File: src/rtl/async_fifo_pkg.sv
// Shared async FIFO definitions: pointer type, depth and Gray/binary conversion.
package async_fifo_pkg;

  localparam int unsigned ADDR_BITS = 4;
  localparam int unsigned DEPTH     = 2 ** ADDR_BITS;

  typedef logic [ADDR_BITS:0] ptr_t;

  // Conversions operate on a wide word; callers zero-extend their pointer into it and
  // truncate the result, which keeps one function valid for any pointer width.
  localparam int unsigned GRAY_MAX_W = 32;
  typedef logic [GRAY_MAX_W-1:0] gray_word_t;

  function automatic gray_word_t bin2gray(input gray_word_t bin);
    return bin ^ (bin >> 1);
  endfunction

  function automatic gray_word_t gray2bin(input gray_word_t gray);
    gray_word_t bin;
    bin[GRAY_MAX_W-1] = gray[GRAY_MAX_W-1];
    for (int i = GRAY_MAX_W - 2; i >= 0; i--) begin
      bin[i] = bin[i+1] ^ gray[i];
    end
    return bin;
  endfunction

endpackage

File: src/rtl/async_fifo_wptr_ctrl_if.sv
// Write-side bus of the async FIFO: client request, RAM port, status and pointer exchange.
interface async_fifo_wptr_ctrl_if
  import async_fifo_pkg::*;
#(
  parameter int unsigned ADDRSIZE = ADDR_BITS
);

  logic                winc;
  logic                wovf_clr;
  logic [ADDRSIZE:0]   rptr;
  logic                wen;
  logic [ADDRSIZE-1:0] waddr;
  logic [ADDRSIZE:0]   wptr;
  logic                full;
  logic                almost_full;
  logic [ADDRSIZE:0]   wlevel;
  logic                wovf;

  // Client / environment side.
  modport master (
    output winc, wovf_clr, rptr,
    input  wen, waddr, wptr, full, almost_full, wlevel, wovf
  );

  // Controller side.
  modport slave (
    input  winc, wovf_clr, rptr,
    output wen, waddr, wptr, full, almost_full, wlevel, wovf
  );

endinterface

File: src/rtl/sync_nff.sv
// Plain N-flop synchroniser chain with asynchronous active-low reset.
module sync_nff #(
  parameter int unsigned WIDTH  = 1,
  parameter int unsigned STAGES = 2
) (
  input  logic             clk,
  input  logic             rst_n,
  input  logic [WIDTH-1:0] d,
  output logic [WIDTH-1:0] q
);

  logic [STAGES-1:0][WIDTH-1:0] stage_q;

  // Shift the asynchronous input through the chain; stage 0 is the metastability catcher.
  always_ff @(posedge clk or negedge rst_n) begin
    if (!rst_n) begin
      stage_q <= '0;
    end else begin
      stage_q <= {stage_q[STAGES-2:0], d};
    end
  end

  assign q = stage_q[STAGES-1];

endmodule

File: src/rtl/async_fifo_wptr_ctrl.sv
// Write-domain pointer/flag controller: Gray write pointer, full/almost-full, level, overflow.
module async_fifo_wptr_ctrl
  import async_fifo_pkg::*;
#(
  parameter int unsigned ADDRSIZE     = ADDR_BITS,
  parameter int unsigned SYNC_STAGES  = 2,
  parameter int unsigned AFULL_THRESH = 12
) (
  input logic                   wclk,
  input logic                   wrst_n,
  async_fifo_wptr_ctrl_if.slave bus
);

  typedef logic [ADDRSIZE:0] wptr_t;

  localparam wptr_t AfullThresh = wptr_t'(AFULL_THRESH);

  wptr_t wbin_q, wbin_d;
  wptr_t wptr_q, wptr_d;
  wptr_t level_q, level_d;
  wptr_t rptr_s, rbin_s, rptr_full;
  logic  full_q, full_d;
  logic  afull_q, afull_d;
  logic  wovf_q, wovf_d;
  logic  wen;

  sync_nff #(
    .WIDTH  (ADDRSIZE + 1),
    .STAGES (SYNC_STAGES)
  ) u_rptr_sync (
    .clk   (wclk),
    .rst_n (wrst_n),
    .d     (bus.rptr),
    .q     (rptr_s)
  );

  // Next-state for pointers and flags; flags use the post-write pointer so they are never optimistic.
  always_comb begin
    wen       = bus.winc & ~full_q;
    wbin_d    = wbin_q + wptr_t'(wen);
    wptr_d    = wptr_t'(bin2gray(gray_word_t'(wbin_d)));
    rbin_s    = wptr_t'(gray2bin(gray_word_t'(rptr_s)));
    // Full when write pointer is one lap ahead: top two Gray bits inverted, rest equal.
    rptr_full = {~rptr_s[ADDRSIZE:ADDRSIZE-1], rptr_s[ADDRSIZE-2:0]};
    full_d    = (wptr_d == rptr_full);
    level_d   = wbin_d - rbin_s;
    afull_d   = (level_d >= AfullThresh);
    // A new overflow takes priority over a simultaneous clear.
    wovf_d    = (bus.winc & full_q) | (wovf_q & ~bus.wovf_clr);
  end

  // State registers; reset clears everything without waiting for the read domain.
  always_ff @(posedge wclk or negedge wrst_n) begin
    if (!wrst_n) begin
      wbin_q  <= '0;
      wptr_q  <= '0;
      level_q <= '0;
      full_q  <= 1'b0;
      afull_q <= 1'b0;
      wovf_q  <= 1'b0;
    end else begin
      wbin_q  <= wbin_d;
      wptr_q  <= wptr_d;
      level_q <= level_d;
      full_q  <= full_d;
      afull_q <= afull_d;
      wovf_q  <= wovf_d;
    end
  end

  assign bus.wen         = wen;
  assign bus.waddr       = wbin_q[ADDRSIZE-1:0];
  assign bus.wptr        = wptr_q;
  assign bus.full        = full_q;
  assign bus.almost_full = afull_q;
  assign bus.wlevel      = level_q;
  assign bus.wovf        = wovf_q;

endmodule

File: src/flat_wrapper.sv
// flat-port wrapper written by rule: the top's interface ports become plain ports
module async_fifo_wptr_ctrl_flat import async_fifo_pkg::*;
#(
  parameter int unsigned ADDRSIZE     = ADDR_BITS,
  parameter int unsigned SYNC_STAGES  = 2,
  parameter int unsigned AFULL_THRESH = 12
)
  (wclk, wrst_n, bus_winc, bus_wovf_clr, bus_rptr, bus_wen, bus_waddr, bus_wptr, bus_full, bus_almost_full, bus_wlevel, bus_wovf);
  async_fifo_wptr_ctrl_if #(.ADDRSIZE(ADDRSIZE)) bus_i ();
  input logic wclk;
  input logic wrst_n;
  input wire logic [$bits(bus_i.winc)-1:0] bus_winc;
  input wire logic [$bits(bus_i.wovf_clr)-1:0] bus_wovf_clr;
  input wire logic [$bits(bus_i.rptr)-1:0] bus_rptr;
  output wire logic [$bits(bus_i.wen)-1:0] bus_wen;
  output wire logic [$bits(bus_i.waddr)-1:0] bus_waddr;
  output wire logic [$bits(bus_i.wptr)-1:0] bus_wptr;
  output wire logic [$bits(bus_i.full)-1:0] bus_full;
  output wire logic [$bits(bus_i.almost_full)-1:0] bus_almost_full;
  output wire logic [$bits(bus_i.wlevel)-1:0] bus_wlevel;
  output wire logic [$bits(bus_i.wovf)-1:0] bus_wovf;
  assign bus_i.winc = bus_winc;
  assign bus_i.wovf_clr = bus_wovf_clr;
  assign bus_i.rptr = bus_rptr;
  assign bus_wen = bus_i.wen;
  assign bus_waddr = bus_i.waddr;
  assign bus_wptr = bus_i.wptr;
  assign bus_full = bus_i.full;
  assign bus_almost_full = bus_i.almost_full;
  assign bus_wlevel = bus_i.wlevel;
  assign bus_wovf = bus_i.wovf;
  async_fifo_wptr_ctrl #(.ADDRSIZE(ADDRSIZE), .SYNC_STAGES(SYNC_STAGES), .AFULL_THRESH(AFULL_THRESH)) u_core (.wclk(wclk), .wrst_n(wrst_n), .bus(bus_i));
endmodule
File: config.mk
export PLATFORM = sky130hd
export DESIGN_NAME = async_fifo_wptr_ctrl_flat
export DESIGN_NICKNAME = d
export VERILOG_FILES = /design/src/rtl/async_fifo_pkg.sv /design/src/rtl/async_fifo_wptr_ctrl_if.sv /design/src/rtl/sync_nff.sv /design/src/rtl/async_fifo_wptr_ctrl.sv /design/src/flat_wrapper.sv
export SDC_FILE = /design/constraint.sdc
export NUM_CORES = 1
export LEC_CHECK = 0
export ABC_AREA = 1
export CAP_MARGIN = 20
export CORE_ASPECT_RATIO = 2
export CORE_MARGIN = 1
export CORE_UTILIZATION = 45
export CTS_CLUSTER_DIAMETER = 50
export DETAILED_ROUTE_END_ITERATION = 6
export HOLD_SLACK_MARGIN = 0.02
export PLACE_DENSITY = 0.79
export SLEW_MARGIN = 20
export SYNTH_ARGS = -nofsm -noshare
export SYNTH_HDL_FRONTEND = slang
export SYNTH_SLANG_ARGS = --single-unit
File: constraint.sdc
create_clock -name wclk -period 4.3 [get_ports wclk]
set_clock_uncertainty 0.15 [all_clocks]
set_input_delay 0.86 -clock wclk [delete_from_list [all_inputs] [get_ports wclk]]
set_output_delay 0.86 -clock wclk [all_outputs]
set_load 0.005 [all_outputs]
# Word-level counts from Yosys, hierarchy flattened

Index checks and enable logic that the tools add are counted.

Bits in registers: 28
Output and inout bits: 18
Latch bits: 0
Memory bits (read-only): 0
Memories kept: 0
Input bits: 9
Bits in writable memories: 0

Add/subtract/negate cells: 2
Eq/ne operators: 1
Muxes and demuxes: 0
Divide/modulo/power cells: 0
Reduce and logical (&&, ||, !) cells: 0
Magnitude comparators: 1
Multipliers: 0
Bitwise gates (word level): 12
Shifts and indexed selects: 0

Operators with widths:

| operator             | number |
|---|---|
| $add A5 B1 Y5        | 1 |
| $eq A5 B5 Y1         | 1 |
| $ge A5 B4 Y1 const B | 1 |
| $sub A5 B5 Y5        | 1 |
| $xor A5 B4 Y5        | 1 |
| $xor A1 B1 Y1        | 4 |
| $and A1 B1 Y1        | 3 |
| $not A1 Y1           | 2 |
| $not A2 Y2           | 1 |
| $or A1 B1 Y1         | 1 |

# Longest topological paths before layout

Gate-level depths: netlist of run 1.

Depth in word-level cells: 6
Depth in mapped cells: 14

# Hierarchy

A second synthesis of run 1 with hierarchy kept.

Cells, all modules: 134
Area, all modules: 1252.5 sq um

By module, submodules not included:

| module               | seq. area each (sq um) | area each (sq um) | cells each | instances |
|---|---|---|---|---|
| async_fifo_wptr_ctrl | 425.4                  | 964.7             | 119        | 1 |
| sync_nff             | 250.2                  | 287.8             | 15         | 1 |

# Least setup slack after synthesis of run 1

OpenSTA, ideal clock, no wires.

Path kind: input to register
Start point: in bus_winc
End point: reg u_core.afull_q, in the netlist u_core.bus.almost_full
Setup slack: 1498 ps
Data arrival time: 2528 ps
Library setup time: 124 ps
Stages: 13
Data required time: 4026 ps
Cells stage by stage: inv_1 nor2_1 ha_1 ha_1 nand2_1 nand2_2 inv_2 ha_1 nand2_1 nor2_1 a211oi_1 or2_1 nand3_1

Cells in the longest elaborated chain, start to end: 4

RTL lines:

| what                       | RTL line                   | text |
|---|---|---|
| from (decl)                | flat_wrapper.sv:12         | `input wire logic [$bits(bus_i.winc)-1:0] bus_winc;` |
| $and A1 B1 Y1              | async_fifo_wptr_ctrl.sv:39 | `wen = bus.winc & ~full_q;` |
| named net bus_wen          | flat_wrapper.sv:15         | `output wire logic [$bits(bus_i.wen)-1:0] bus_wen;` |
| $add A5 B1 Y5              | async_fifo_wptr_ctrl.sv:40 | `wbin_d = wbin_q + wptr_t'(wen);` |
| named net u_core.wbin_d[2] | async_fifo_wptr_ctrl.sv:18 | `wptr_t wbin_q, wbin_d;` |
| $sub A5 B5 Y5              | async_fifo_wptr_ctrl.sv:46 | `level_d = wbin_d - rbin_s;` |
| $ge A5 B4 Y1               | async_fifo_wptr_ctrl.sv:47 | `afull_d = (level_d >= AfullThresh);` |
| named net u_core.afull_d   | async_fifo_wptr_ctrl.sv:23 | `logic afull_q, afull_d;` |
| to (signal assigned)       | async_fifo_wptr_ctrl.sv:66 | `afull_q <= afull_d;` |
| to (decl)                  | async_fifo_wptr_ctrl.sv:23 |  |

The timed path passes the listed nets, and every way through them passes these cells.

# Worst setup path after layout of run 1

Start point: in bus_winc
End point: reg u_core.afull_q, in the netlist u_core.bus.almost_full

Cells in the longest elaborated chain, start to end: 4

RTL lines:

| what                       | RTL line |
|---|---|
| $and A1 B1 Y1              | async_fifo_wptr_ctrl.sv:39 |
| $add A5 B1 Y5              | async_fifo_wptr_ctrl.sv:40 |
| named net u_core.wbin_d[2] | async_fifo_wptr_ctrl.sv:18 |
| $sub A5 B5 Y5              | async_fifo_wptr_ctrl.sv:46 |
| $ge A5 B4 Y1               | async_fifo_wptr_ctrl.sv:47 |
| named net u_core.afull_d   | async_fifo_wptr_ctrl.sv:23 |

The timed path passes the listed nets, and every way through them passes these cells.

==> results of run 1 <==
## layer usage
| metal | wire (µm) | GRT usage, % | vias up | share of wire (%) |
|---|---|---|---|---|
| met3 | 90 | 3.540 | 6 | 4.1 |
| met1 | 749 | 16.96 | 442 | 34 |
| met2 | 1259 | 31.85 | 25 | 57 |
| met5 | 0 | 0 | - | 0 |
| met4 | 96 | 13.79 | 0 | 4.4 |
| li1 | - | - | 461 | - |
## kinds of logic after synthesis
| group | count (synthesis) | synth area share (%) |
|---|---|---|
| AOI/OAI and AO/OA | 4 | 1.872 |
| xor gates and xnor gates | 4 | 2.914 |
| adders and majority gates | 7 | 7.908 |
| buffers and inverters | 18 | 5.931 |
| DFF | 27 | 56.19 |
| and+or+nand+nor | 68 | 25.18 |
## power breakdown
group / internal, mW / switching, mW / total [mW]
Clock: 0.0650 / 0.0757 / 0.141
Combinational: 0.280 / 0.295 / 0.575
Sequential: 0.341 / 0.0500 / 0.390
## worst paths after layout
check / start / end / cells after the start
worst max-delay path: bus_winc / u_core.bus.almost_full / 14
worst min-delay path: u_core.u_rptr_sync.stage_q[2] / u_core.u_rptr_sync.q[2] / 0
worst max register to register: u_core.u_rptr_sync.q[4] / u_core.bus.almost_full / 12
worst min register to register: u_core.u_rptr_sync.stage_q[2] / u_core.u_rptr_sync.q[2] / 0
max in group asynchronous: wrst_n / u_core.u_rptr_sync.stage_q[1] / 2
min in group asynchronous: wrst_n / u_core.bus.wptr[2] / 2
## Yosys cell counts (all sizes together)
library cell  count
nand3            12
xnor2             2
ha                6
xor2              2
fa                1
nor2              4
a211oi            1
o21ai             2
a21oi             1
dfrtp            27
buf               1
inv              17
or2               2
nand4             4
nand2            46
## worst register-to-register path: stages (launching register included)
cell	delay, ns
dfrtp_1	0.41
xnor2_1	0.28
nand2_1	0.21
nand3_1	0.17
nand2_2	0.08
nand2_1	0.06
nand2_1	0.05
ha_1	0.22
fa_1	0.48
nor2_1	0.14
a211oi_1	0.07
or2_1	0.25
nand3_1	0.07
## cell type report
cell class | count | area, µm² | share of cell area, %
timing repair buffer | 27 | 267.8 | 17.34
clock buffer | 3 | 41.29 | 2.674
clock inverter | 1 | 5.005 | 0.3241
tap | 28 | 35.03 | 2.269
multi-input combinational | 83 | 455.4 | 29.50
sequential | 27 | 675.6 | 43.76
inverter | 17 | 63.81 | 4.133
## through the flow
step / instance area, µm² / hold WS (ns) / setup slack, ns / power (mW) / utilization, %
floorplan: 1202 / 0.1812 / 1.498 / 0.7338 / -
global placement: 1498 / 0.1826 / 0.9283 / 0.9542 / 59.02
detailed placement: 1498 / 0.1863 / 0.7726 / 0.9726 / 59.02
CTS: 1544 / 0.2080 / 1.060 / 1.117 / 60.85
global route: 1544 / 0.2127 / 0.7699 / 1.220 / 60.85
finish: 1544 / 0.2039 / 1.049 / 1.106 / 60.85
## sequential cells by signal, summed over array words and instances, names as in the netlist
| name | flops |
|---|---|
| u_core.bus.almost_full | 1 |
| u_core.bus.full | 1 |
| u_core.bus.wlevel | 5 |
| u_core.bus.wovf | 1 |
| u_core.bus.wptr | 4 |
| u_core.u_rptr_sync.q | 5 |
| u_core.u_rptr_sync.stage_q | 5 |
| u_core.wbin_q | 5 |
==> summary.md, run 1 <==
| Metric | Value |
|---|---|
| Clock slew at reported path FFs | ~0.090 ns |
| Fillcell total | approximately 230 |
| Setup crit end kind | register |
| Fin. Hold Viols | 0 |
| DR iter-0 viols | 13 |
| Outcome | finished clean |
| Critical path, cell by cell | clkdlybuf4s50_1 -> inv_1 -> nor2_1 -> ha_1 -> ha_1 -> nand2_1 -> nand2_2 -> inv_2 -> ha_1 -> nand2_1 -> nor2_1 -> a211oi_1 -> or2_1 -> nand3_1 |
| CTS sink cnt | 27 |
| CTS H-tree depth | 1 |
| HPWL after DPL | between 1500 and 2000 µm |
| Initial antenna violation count | 0 |
| Max_cap viols | 0 |
| DR DRC count | 0 |
| Lkg Pwr | 0.7812 nW |
| Routed WL | approximately 2200 µm |
| Final Cycle Share | about 76% |
| Worst VDD drop | ~370 µV |
| Worst-path maximum fanout | 5 |
| Register area share after synthesis | 56.19% |
| Flop2flop setup slack | ~1.6 ns |
| Layout Nets | ~180 |
| CTS tree | yes |
| Post-CTS Setup Inserts | 0 |
| Gp weighted congestion | a little under 0.9 |
| Antenna diodes | 0 |
| Antenna Nets Post-Route | 0 |
| CTS buffer count | 3 |
| Global-route wire length before repair | between 3000 and 4000 µm |
| Largest net degree at the start of global routing | 28 |
| GRT Total Usage | 18.05% |
| Measured slew at the worst slew-check pin | 0.3314 ns |
| Post-synthesis cell count | approximately 130 |
| Setup CP Type | input port to register |
| Crit-path leading delay family | adder cells |
| GR Overflow Total | 0 |
| Clock buffer depth | 2 |
| Crit start category | input port |
| CP max-delay cell | clkdlybuf4s50_1 |
| CP arrival | about 3.3 ns |
| Commonest non-fill, non-tap cells in the layout | nand2_1 (42), dfrtp_1 (27), clkdlybuf4s50_1 (26) |
| Count of TritonRoute iterations in the first routing pass | 5 |
| Hold Crit Class | register to register |
| Synth cell types | 20 |
| Vias/cell | roughly 5 |
| Vias in the first global route | between 800 and 900 |
| Pwr/cell area | about 720 nW/µm² |
| Die Y | about 75 µm |
| Cell total after placement | 182 |
| Num rows | 26 |
| CP Data Required Time | around 4.3 ns |
| Post-Route Setup TNS | 0 ns |
| Post-cts resize count | 0 |
| Final Critical Period | roughly 3.3 ns |
| Port Buffer Count | 26 |
| Synth Warn # | 0 |
| Die area | between 2000 and 3000 µm² |
| DR WL/cell | about 12 µm |
| Slew margin rel. | between 70 and 80% |
| RSZ-0062 raised after global routing | no |
| Area contributors post-synth | dfrtp_1 (56%), nand2_1 (13%), ha_1 (6.2%) |
| Yosys top cell area share | ~56% |
| Via count | 934 |
| Commonest non-fill, non-tap cell in the layout | nand2_1 |
| Synth area leader | dfrtp_1 |
| Core Area | 2537 µm² |
| Final Setup Violations | 0 |
| WP buf/inv | 3 |
| Area of the mapped netlist | ~1200 µm² |
| Ports | 27 |
| Hold Buf Count CTS | 0 |
| Syn Nets | around 140 |
| Die W | 38.55 µm |
| Crit-path max cell delay | about 0.50 ns |
| Share of post-route cells with drive strength above 1 | under 10% |
| Clk root buf | clkbuf_8 |
| Initial core utilization | a little under half |
| Area grow syn2layout | 28.41% |
| Number of synthesized register bits | 27 |
| Fmax | between 300 and 400 MHz |
| Final Max Tran Viols | 0 |
| Clock Latency Late Sink | around 0.27 ns |
| Fin cells | ~190 |
| CP most frequent cell | ha_1 |
| Avg Cell Area, Syn | around 9.4 µm² |
Power figures use the tool's default switching activity.
==> run 2: changes to the inputs <==
==> constraint.sdc (replaced) <==
create_clock -name wclk -period 3.3 [get_ports wclk]
set_clock_uncertainty 0.15 [all_clocks]
set_input_delay 0.66 -clock wclk [delete_from_list [all_inputs] [get_ports wclk]]
set_output_delay 0.66 -clock wclk [all_outputs]
set_load 0.005 [all_outputs]
==> run 2 against run 1 <==
Sequential power grew 31%. Combinational power increased by 34%. Sequential share of layout area fell by 0.21 points. Via count fell by 1.7%. Clock power is 34% higher. Die area unchanged. Hold slack better by 0.0015 ns. Final cell count increased by 0.54%. Count of clock-buffer cells in the layout unchanged. Setup slack got worse by 0.71 ns. Sequential cell count unchanged. Power is 33% higher.
==> summary.md, run 2 (synthesis gave the netlist of run 1 again) <==
| Metric | Value |
|---|---|
| Clock buffer depth | 2 |
| Routed WL | around 2300 µm |
| CP most frequent cell | ha_1 |
| Worst-path maximum fanout | 5 |
| CP Data Required Time | around 3.3 ns |
| Clock slew at reported path FFs | 0.09 ns |
| HPWL after DPL | between 1500 and 2000 µm |
| Antenna Nets Post-Route | 0 |
| Hold Crit Class | register to register |
| Fin. Hold Viols | 0 |
| Commonest non-fill, non-tap cells in the layout | nand2_1 (42), dfrtp_1 (27), clkdlybuf4s50_1 (26) |
| Die Y | about 75 µm |
| DR WL/cell | roughly 13 µm |
| Crit start category | input port |
| Layout Nets | about 180 |
| Fin cells | roughly 190 |
| Via count | 918 |
| Clk root buf | clkbuf_8 |
| Port Buffer Count | 26 |
| Commonest non-fill, non-tap cell in the layout | nand2_1 |
| DR DRC count | 0 |
| Final Setup Violations | 0 |
| Share of post-route cells with drive strength above 1 | between 8 and 9% |
| Setup CP Type | input port to register |
| Measured slew at the worst slew-check pin | about 0.34 ns |
| Worst R2R Start | u_core.u_rptr_sync.q[4] |
| Flop2flop setup slack | a little under 0.7 ns |
| RSZ-0062 raised after global routing | no |
| CP max-delay cell | clkdlybuf4s50_1 |
| Vias in the first global route | 887 |
| Max_cap viols | 0 |
| Storage cell area | ~680 µm² |
| GRT Total Usage | a little under a fifth |
| Crit-path max cell delay | about 0.47 ns |
| DR iter-0 viols | 31 |
| Die W | between 30 and 40 µm |
| CTS sink cnt | 27 |
| Crit Reg-Reg Endpoint | u_core.bus.almost_full |
| Core Area | between 2000 and 3000 µm² |
| Largest net degree at the start of global routing | 28 |
| Num rows | 26 |
| Lkg Pwr | between 0.7 and 0.8 nW |
| Area grow syn2layout | 29.03% |
| CTS buffer count | 3 |
| Multi-input gate area | 455.4 µm² |
| Cell total after placement | approximately 180 |
| Vias/cell | approximately 4.9 |
| Global-route wire length before repair | ~3800 µm |
| Antenna diodes | 0 |
| GR Overflow Total | 0 |
| Cells on Worst Hold Path | 0 |
| CP arrival | 2.98 ns |
| Die area | 2895 µm² |
| Ports | 27 |
| Final Critical Period | between 2 and 3 ns |
| Hold worst-path end | u_core.u_rptr_sync.q[4] |
| Count of TritonRoute iterations in the first routing pass | 4 |
| Hold_ws | between 0.2 and 0.25 ns |
| CTS H-tree depth | 1 |
| Post-Place Cell Area | ~1500 µm² |
| Outcome | finished clean |
| Post-CTS Setup Inserts | 0 |
| Clock Latency Late Sink | 0.28 ns |
| Setup crit end kind | register |
| Slew margin rel. | 77.39% |
| Pwr/cell area | approximately 950 nW/µm² |
| Post-Route Setup TNS | 0 ns |
| R2R cell count | 12 |
| Fillcell total | between 200 and 250 |
| Post-cts resize count | 0 |
| Final Cycle Share | around 90% |
| Worst VDD drop | slightly below 600 µV |
| Initial core utilization | 47.39% |
| Hold_sp | u_core.u_rptr_sync.stage_q[4] |
| Fmax | roughly 340 MHz |
| Post-route cell area | 1551 µm² |
| Hold Buf Count CTS | 0 |
| CTS tree | yes |
| Final Max Tran Viols | 0 |
| Gp weighted congestion | slightly below 0.9 |
| Critical path, cell by cell | clkdlybuf4s50_1 -> inv_1 -> nor2_1 -> ha_1 -> ha_1 -> nand2_1 -> nand2_2 -> inv_2 -> ha_1 -> nand2_1 -> nor2_1 -> a211oi_1 -> or2_1 -> nand3_1 |
| Initial antenna violation count | 0 |
==> run 2: cell count changes in the layout (fill, tap and decap cells not counted), sizes merged <==
cell and delta:
buf +1
==> run 2: cell type report <==
class / instances / share of cell area (%)
clock buffer: 3 / 2.661
clock inverter: 1 / 0.3226
inverter: 17 / 4.113
multi-input combinational: 83 / 29.35
sequential: 27 / 43.55
tap: 28 / 2.258
timing repair buffer: 28 / 17.74
==> run 2: how the worst max path moves through the flow <==
stage                     slack, ns                      to  startpoint
after detailed placement       0.05  u_core.bus.almost_full    bus_winc
after floorplan                0.70  u_core.bus.almost_full    bus_winc
after global placement         0.13    u_core.bus.wlevel[4]    bus_winc
after global routing           0.08  u_core.bus.almost_full    bus_winc
after CTS                      0.35  u_core.bus.almost_full    bus_winc
final                          0.34  u_core.bus.almost_full    bus_winc
==> run 2: per-stage QoR <==
stage | util, % | setup WS (ns) | power (mW)
6_report | 61.14 | 0.3422 | 1.474
5_1_grt | 61.14 | 0.08174 | 1.623
4_1_cts | 61.14 | 0.3484 | 1.483
3_5_place_dp | 59.32 | 0.05422 | 1.292
3_3_place_gp | 59.32 | 0.1315 | 1.256
2_1_floorplan | - | 0.6978 | 0.9561
==> run 2: report_power, final <==
| part | leakage, nW | total (mW) | internal [mW] | switching [mW] |
|---|---|---|---|---|
| Combinational | 0.440 | 0.773 | 0.376 | 0.397 |
| Clock | 0.0255 | 0.189 | 0.0849 | 0.104 |
| Sequential | 0.321 | 0.512 | 0.444 | 0.0681 |
| Total | 0.786 | 1.47 | 0.905 | 0.569 |
==> run 2: critical path, delay by kind of cell <==
family,cells,cell delay (ns)
AOI/OAI and AO/OA,1,0.20
adders and majority gates,3,0.84
buffers and inverters,3,0.56
and+or+nand+nor,7,0.73
==> run 2: per-layer routing <==
layer	global-route usage, %	part of all wire [%]
met5	0	0
met4	11.88	2.6
met3	2.950	3.0
met2	35.00	57
met1	18.15	38
==> run 3: changes to the inputs <==
--- a/config.mk
+++ b/config.mk
@@ -13,7 +13,7 @@
 export CTS_CLUSTER_DIAMETER = 50
 export DETAILED_ROUTE_END_ITERATION = 6
 export HOLD_SLACK_MARGIN = 0.02
-export PLACE_DENSITY = 0.79
+export PLACE_DENSITY = 0.82
 export SLEW_MARGIN = 20
 export SYNTH_ARGS = -nofsm -noshare
 export SYNTH_HDL_FRONTEND = slang
==> run 3 against run 2 <==
Die area stayed put. Power fell by 1.4%. Final cell count down 0.53%. Final area fell by 0.56%. Sequential power is essentially flat. Register-to-register slack about the same. Combinational power down 2%. Sequential share of layout area rose by 0.25 points. Count of clock-buffer cells in the layout increased by 1. Critical path type unchanged. Critical endpoint unchanged.
==> summary.md, run 3 (synthesis gave the netlist of run 1 again) <==
| Metric | Value |
|---|---|
| Outcome | finished clean |
| Core Util, Final | roughly three fifths |
| Share of post-route cells with drive strength above 1 | between 6 and 7% |
| Largest net degree at the start of global routing | 28 |
| Ports | 27 |
| Global-route wire length before repair | ~3900 µm |
| Setup crit end kind | register |
| Routed WL | ~2300 µm |
| Setup CP Type | input port to register |
| Pwr/cell area | 942.1 nW/µm² |
| Commonest non-fill, non-tap cells in the layout | nand2_1 (42), dfrtp_1 (27), clkdlybuf4s50_1 (26) |
| Crit start category | input port |
| Vias/cell | between 5 and 6 |
| Fin cells | about 190 |
| CTS H-tree depth | 1 |
| Antenna diodes | 0 |
| Final Setup Violations | 0 |
| Fin. Hold Viols | 0 |
| Post-CTS Setup Inserts | 0 |
| Count of TritonRoute iterations in the first routing pass | 5 |
| Measured slew at the worst slew-check pin | 0.3309 ns |
| Clock buffer depth | 2 |
| Final Max Tran Viols | 0 |
| Lkg Pwr | ~0.78 nW |
| CP Data Required Time | around 3.4 ns |
| Commonest non-fill, non-tap cell in the layout | nand2_1 |
| Post-Place Setup Slack | about 0.024 ns |
| Fmax | approximately 330 MHz |
| Fillcell total | approximately 230 |
| Gp weighted congestion | 0.8459 |
| Antenna Nets Post-Route | 0 |
| Cells on Worst Hold Path | 0 |
| Initial antenna violation count | 0 |
| Post-Route Setup TNS | 0 ns |
| CTS tree | yes |
| Layout Nets | about 180 |
| Worst VDD drop | between 500 and 600 µV |
| Clock slew at reported path FFs | 0.08 ns |
| Cell total after placement | roughly 180 |
| Hold Buf Count CTS | 0 |
| CP arrival | between 3 and 4 ns |
| GRT Total Usage | 19.75% |
| Final Critical Period | between 3 and 4 ns |
| Hold Crit Class | register to register |
| Die W | just under 40 µm |
| RSZ-0062 raised after global routing | no |
| Die area | 2895 µm² |
| Worst-path maximum fanout | 5 |
| Initial core utilization | 47.39% |
| Hold_ws | about 0.20 ns |
| Clk root buf | clkbuf_8 |
| DR WL/cell | between 10 and 15 µm |
| DR iter-0 viols | 18 |
| Via count | ~960 |
| GR Overflow Total | 0 |
| HPWL after DPL | around 1800 µm |
| Vias in the first global route | just over 900 |
| CTS sink cnt | 27 |
| R2R cell count | 12 |
| Final Cycle Share | between 90% and 100% |
| Post-cts resize count | 0 |
| Port Buffer Count | 26 |
| DR DRC count | 0 |
| CTS buffer count | 3 |
| Slew margin rel. | just under 80% |
| Die Y | between 70 and 80 µm |
| Max_cap viols | 0 |
| Core Area | between 2000 and 3000 µm² |
| Clock Latency Late Sink | approximately 0.27 ns |
| Worst Setup Slack, final | 0.2563 ns |
| Num rows | 26 |
| Area grow syn2layout | 28.30% |
[run 3: worst paths after layout]
check	to	startpoint	slack, ns
max reg2reg	u_core.bus.almost_full	u_core.u_rptr_sync.q[4]	0.68
max in group asynchronous	u_core.bus.wptr[0]	wrst_n	2.15
max	u_core.bus.almost_full	bus_winc	0.26
min	u_core.u_rptr_sync.q[2]	u_core.u_rptr_sync.stage_q[2]	0.20
min in group asynchronous	u_core.wbin_q[0]	wrst_n	0.60
min reg2reg	u_core.u_rptr_sync.q[2]	u_core.u_rptr_sync.stage_q[2]	0.20
[run 3: area by class of cell]
type	count	area [µm²]	share of cell area, %
flip-flops and latches	27	675.6	43.80
repair buffers	27	267.8	17.36
well taps	28	35.03	2.271
inverters	17	63.81	4.136
clock buffers	4	45.04	2.920
multi-input cells	83	455.4	29.52
[run 3: metal layers]
| metal | GRT usage, % | vias up | part of all wire (%) | routed length (µm) |
|---|---|---|---|---|
| met5 | 0 | - | 0 | 0 |
| li1 | - | 460 | - | - |
| met2 | 35.00 | 36 | 59 | 1356 |
| met1 | 18.09 | 449 | 33 | 761 |
| met3 | 3.835 | 11 | 3.5 | 82 |
| met4 | 15.71 | 0 | 5.0 | 115 |
[run 3: critical path: stages]
cell,delay (ns)
clkdlybuf4s50_1,0.48
inv_1,0.04
nor2_1,0.13
ha_1,0.25
ha_1,0.27
nand2_1,0.13
nand2_2,0.13
inv_2,0.05
ha_1,0.34
a21oi_1,0.17
o21ai_1,0.10
xor2_1,0.20
nand2_1,0.08
nand3_1,0.08
[run 3: where the power goes]
group / internal (mW) / switching, mW
registers: 0.444 / 0.0658
clock network: 0.0865 / 0.0962
logic: 0.365 / 0.396
total: 0.896 / 0.558
[run 3: through the flow]
stage	cell area, µm²	total power [mW]
global route	1543	1.598
global placement	1498	1.241
CTS	1543	1.470
detailed placement	1498	1.279
finish	1543	1.453
floorplan	1202	0.9561
